--- config.mk ---
export PLATFORM = sky130hd
export DESIGN_NAME = alu181_seq
export DESIGN_NICKNAME = d
export VERILOG_FILES = /design/src/rtl/alu181_seq.sv
export SDC_FILE = /design/constraint.sdc
export NUM_CORES = 1
export LEC_CHECK = 0
export ABC_AREA = 0
export BUFFER_PORTS_ARGS = -buffer_cell sky130_fd_sc_hd__buf_4
export CORE_MARGIN = 2
export CORE_UTILIZATION = 50
export DETAILED_ROUTE_END_ITERATION = 8
export PLACE_DENSITY = 0.75
export REMOVE_ABC_BUFFERS = 1
export SYNTH_ARGS = -nofsm -noshare
export SYNTH_HDL_FRONTEND = slang
export SYNTH_SLANG_ARGS = --single-unit
--- constraint.sdc ---
create_clock -name clk -period 5.3 [get_ports clk]
set_input_delay 1.06 -clock clk [delete_from_list [all_inputs] [get_ports clk]]
set_output_delay 1.06 -clock clk [all_outputs]
set_load 0.005 [all_outputs]
--- src/rtl/alu181_seq.sv ---
// alu181_seq: multi-cycle 74181-style ALU, SLICES_PER_CYCLE 4-bit slices per clock, LSB first.
// Carry and the word propagate/generate accumulators ripple between cycles through registers.
module alu181_seq #(
   parameter int WIDTH            = 16,
   parameter int SLICES_PER_CYCLE = 1
) (
   input  logic             clk,
   input  logic             rst_n,
   input  logic             ena,
   input  logic             in_valid,
   output logic             in_ready,
   input  logic [WIDTH-1:0] a,
   input  logic [WIDTH-1:0] b,
   input  logic [3:0]       s,
   input  logic             m,
   input  logic             carry_n_in,
   output logic             out_valid,
   input  logic             out_ready,
   output logic [WIDTH-1:0] f,
   output logic             carry_n_out,
   output logic             eq,
   output logic             pout_n,
   output logic             gout_n
);
   localparam int GW    = 4 * SLICES_PER_CYCLE;
   localparam int STEPS = WIDTH / GW;
   localparam int IW    = (STEPS > 1) ? $clog2(STEPS) : 1;
   localparam logic [IW-1:0] LAST_IDX = IW'(STEPS - 1);

   typedef enum logic [1:0] {IDLE = 2'd0, RUN = 2'd1, DONE = 2'd2} state_t;
   state_t r_state, w_state_nxt;

   logic [WIDTH-1:0] r_a, r_b, r_work, r_f;
   logic [3:0]       r_s;
   logic             r_m;
   logic [IW-1:0]    r_idx;
   logic             r_carry, r_p_acc, r_g_acc;
   logic             r_cn_out, r_eq, r_pout_n, r_gout_n;

   logic             w_accept, w_step, w_last;
   logic [GW-1:0]    w_grp;
   logic             w_c, w_p, w_g;
   logic [WIDTH-1:0] w_final;
   logic [3:0]       w_av, w_bv, w_x, w_y;
   logic [4:0]       w_sum, w_gsum;
   int               w_base;

   assign w_accept = ena & in_valid & (r_state == IDLE);
   assign w_step   = ena & (r_state == RUN);
   assign w_last   = (r_idx == LAST_IDX);

   // Evaluate this cycle's slices, chaining carry and P/G from the registered values
   always_comb begin
      w_c    = r_carry;
      w_p    = r_p_acc;
      w_g    = r_g_acc;
      w_grp  = '0;
      w_av   = '0;
      w_bv   = '0;
      w_x    = '0;
      w_y    = '0;
      w_sum  = '0;
      w_gsum = '0;
      w_base = int'(r_idx) * GW;
      for (int j = 0; j < SLICES_PER_CYCLE; j++) begin
         w_av   = r_a[w_base + 4*j +: 4];
         w_bv   = r_b[w_base + 4*j +: 4];
         w_x    = w_av | (w_bv & {4{r_s[0]}}) | (~w_bv & {4{r_s[1]}});
         w_y    = (w_av & ~w_bv & {4{r_s[2]}}) | (w_av & w_bv & {4{r_s[3]}});
         w_sum  = {1'b0, w_x} + {1'b0, w_y} + {4'b0000, w_c};
         w_gsum = {1'b0, w_x} + {1'b0, w_y};
         w_grp[4*j +: 4] = r_m ? ~(w_x ^ w_y) : w_sum[3:0];
         w_c    = w_sum[4];
         w_g    = w_gsum[4] | ((&w_x) & w_g);
         w_p    = w_p & (&w_x);
      end
      w_final = r_work;
      w_final[w_base +: GW] = w_grp;
   end

   always_ff @(posedge clk or negedge rst_n) begin
      if (!rst_n) r_state <= IDLE;
      else        r_state <= w_state_nxt;
   end

   always_comb begin
      w_state_nxt = r_state;
      if (ena) begin
         case (r_state)
            IDLE:    if (in_valid)  w_state_nxt = RUN;
            RUN:     if (w_last)    w_state_nxt = DONE;
            DONE:    if (out_ready) w_state_nxt = IDLE;
            default: w_state_nxt = IDLE;
         endcase
      end
   end

   always_comb begin
      in_ready    = (r_state == IDLE);
      out_valid   = (r_state == DONE);
      f           = r_f;
      carry_n_out = r_cn_out;
      eq          = r_eq;
      pout_n      = r_pout_n;
      gout_n      = r_gout_n;
   end

   // Result and flags are only updated on the last slice, so no partial word is ever visible
   always_ff @(posedge clk or negedge rst_n) begin
      if (!rst_n) begin
         r_idx    <= '0;
         r_carry  <= 1'b0;
         r_p_acc  <= 1'b1;
         r_g_acc  <= 1'b0;
         r_f      <= '0;
         r_cn_out <= 1'b1;
         r_eq     <= 1'b0;
         r_pout_n <= 1'b1;
         r_gout_n <= 1'b1;
      end else if (w_accept) begin
         r_idx    <= '0;
         r_carry  <= ~carry_n_in;
         r_p_acc  <= 1'b1;
         r_g_acc  <= 1'b0;
      end else if (w_step) begin
         r_idx    <= r_idx + 1'b1;
         r_carry  <= w_c;
         r_p_acc  <= w_p;
         r_g_acc  <= w_g;
         if (w_last) begin
            r_f      <= w_final;
            r_cn_out <= r_m | ~w_c;
            r_eq     <= &w_final;
            r_pout_n <= ~w_p;
            r_gout_n <= ~w_g;
         end
      end
   end

   always_ff @(posedge clk) begin
      if (w_accept) begin
         r_a <= a;
         r_b <= b;
         r_s <= s;
         r_m <= m;
      end else if (w_step) begin
         r_work <= w_final;
      end
   end
endmodule

==> reports/results.tsv <==
metric	value	unit
clk sinks	80	
WS Path Type	flip-flop to flip-flop	
fmax	0.223	GHz
Synth top area share	42.4	%
number of global-route vias before repair	2493	
final instance area	0.00453	mm²
WP depth	11	
Most common cell on crit path	ha_1	
Synth area leaders	edfxtp_1 (42%), dfrtp_1 (15%), mux4_1 (5.6%), ha_1 (4.0%), mux2_2 (3.3%)	
hpwl dp	5270	µm
first-pass GRT wire length	12200	µm
slew at the pin closest to its max-slew limit	0.780	ns
Ys Warns	0	
period utilization	84.5	%
Worst R2R End	eq	
post-synthesis cell type count	59	
minimum clock period after layout	4.48	ns
register area	0.00227	mm²
antenna-violating nets left	0	
CTS tree	built	
RR Startpoint	r_idx[0]	
final setup TNS	0	ns
RD Place Congestion	0.904	
CP cell instances	mux4_1 > a211o_1 > ha_1 > fa_1 > ha_1 > xor2_1 > o21ai_1 > a32o_1 > nand4_4 > or4_1 > o41ai_2	
core area	0.00725	mm²
Longest Clk Path Bufs	2	
clock insertion delay at the later pin of the skew report	0.35	ns
post-CTS sizing	0	
R2R Setup Slk	0.82	ns
post-CTS setup buffer count	0	
IO Count	65	
RSZ-0062 raised after global routing	no	
layout cells sized above 1	32.1	%
fin. max-slew vios	0	
Area after DPL	0.00434	mm²
startpoint types	flip-flop	
Starting Density	51.8	%
Synth Cell Area	0.00376	mm²
Hold Crit Class	flip-flop to flip-flop	
crit-path leading delay family	compound AO/OA/AOI/OAI gates	
vias per cell	5.46	
Syn-to-layout area delta	20.6	%
final hold viol count	0	
H-tree lvl count	3	
iteration count of the initial detailed-routing pass	4	
global-route total usage across every layer	19.3	%
CTS clk-pin slew, worst paths	0.08	ns
DRC Markers	0	
ys flop type	edfxtp_1	
R2R depth	11	
top post-synthesis cells by count	edfxtp_1 (53), dfrtp_1 (23), nand2_1 (19)	
Die H	90.7	µm
initial antenna violation count	0	
Critical Path Sink Type	flip-flop	
CP max stage cell	dfrtp_1	
die width	90.7	µm
slowest stage delay, CP	0.86	ns
PnR worst setup slack	0.819	ns
Critical Path End	eq	
Max FO, Critical Path	17	
antenna fix cells	0	
Clock Skew	0.0124	ns
# nets final	384	
CTS Root Cell	clkbuf_8	
Filler Cell Count	590	
Worst Setup SP	r_idx[0]	
Post-CTS Hold Buffers	0	
Slew headroom	48.0	%
vias after detailed routing	2357	
largest net degree at the start of global routing	43	
die footprint	0.00822	mm²
power per cell area	550	mW/mm²
grt ovf	0	
Max Cap Viol	0	
row cnt	31	
Multi-input gate area	0.00138	mm²
sequential area share after synthesis	60.5	%
Post-synth EDFFs	53	
pre-CTS setup slack	0.849	ns
Inserted Clock Buffers	9	
Post-synth ARST share	33.8	%
Setup violations, final	0	
critical path buffer and inverter count	0	
WL/cell	16.8	µm
Port-buffer cells	64	
final wirelength	7260	µm
Yosys top cell by area	edfxtp_1	
peak supply drop	0.318	mV
post-synthesis cell count	257	
WP data required	5.55	ns
synthesized flop and latch total	80	
top-count cell post-synth	edfxtp_1	
syn avg cell area	14.6	µm²
outcome	completed	
initial DRC count	120	
WHS Path Cells	2	
Worst EP arrival	4.73	ns
Pleak	1.86	nW
## per-stage QoR
stage               util [%]  hold slack [ns]  total power [mW]  std cells
floorplan                  -            0.454              1.72        251
CTS                     62.4            0.489              2.50        432
global route            62.4            0.507              2.67        432
global placement        59.8            0.463              2.03        416
finish                  62.4            0.482              2.49        432
detailed placement      59.8            0.476              2.06        416
## logic make-up (layout without fill, tap and decap cells)
logic type | after synthesis | count (layout) | synth area share [%]
compound gates | 49 | 49 | 10.2
xor+xnor | 5 | 5 | 1.17
fa+ha+maj | 13 | 13 | 4.53
buf+inv | 24 | 100 | 3.30
flops | 80 | 80 | 60.5
mux | 23 | 23 | 9.96
simple gates | 63 | 63 | 10.3
## layout make-up
class / instances / share of cell area (%)
tap: 99 / 2.73
clock inverter: 5 / 1.30
timing repair buffer: 66 / 10.9
clock buffer: 11 / 2.90
inverter: 18 / 1.60
sequential: 80 / 50.2
multi-input combinational: 153 / 30.4
## how the worst min path moves through the flow
stage | start | to | slack [ns]
final | f[7] | f[7] | 0.48
after global routing | r_p_acc | r_p_acc | 0.51
after CTS | r_p_acc | r_p_acc | 0.49
after detailed placement | f[7] | f[7] | 0.48
after global placement | f[11] | f[11] | 0.46
after floorplan | r_p_acc | r_p_acc | 0.45
## registers in the layout, summed over array words and instances (netlist names), 2 cells and up
| name | flops |
|---|---|
| f | 16 |
| r_b | 16 |
| r_s | 4 |
| r_state | 2 |
| r_idx | 2 |
| r_a | 16 |
| r_work | 16 |
## power by group
part	total, mW	leakage, nW	internal (mW)	switching, mW
clock	0.434	0.0895	0.218	0.216
combinational	1.07	0.943	0.494	0.571
sequential	0.993	0.827	0.875	0.118
total	2.49	1.86	1.59	0.906
## tightest hold or removal path: stages, from the launching register on
cell     delay [ns]
dfrtp_1        0.35
nand2_1        0.04
o21ai_0        0.06
## cells in the final DEF (no fill, tap or decap), types with 2 or more instances in the layout
master / n
inv_1: 16
a211oi_1: 4
xor2_1: 2
a21oi_1: 6
nor3b_1: 2
dfstp_2: 4
clkbuf_1: 2
edfxtp_1: 53
and4bb_1: 2
a21o_1: 2
nand4_1: 3
dfrtp_1: 23
clkbuf_8: 9
o21ai_0: 11
mux2_2: 11
or4_1: 2
buf_4: 66
a22oi_1: 3
a211o_1: 2
nor2_1: 7
mux2i_1: 4
ha_1: 12
xnor2_1: 3
nand3_1: 2
nor2b_1: 12
mux4_1: 8
a32o_1: 5
nand2_1: 19
o2bb2ai_1: 3
a32oi_1: 3
clkinvlp_4: 2
## routing by layer
| layer | track usage [%] | vias to the layer above | wire length, µm |
|---|---|---|---|
| li1 | - | 1133 | - |
| met1 | 24.7 | 1148 | 3210 |
| met2 | 32.0 | 62 | 3570 |
| met3 | 4.09 | 14 | 303 |
| met4 | 8.21 | 0 | 169 |
| met5 | 0 | - | 0 |
No activity file was read; power rests on OpenSTA's default activity.
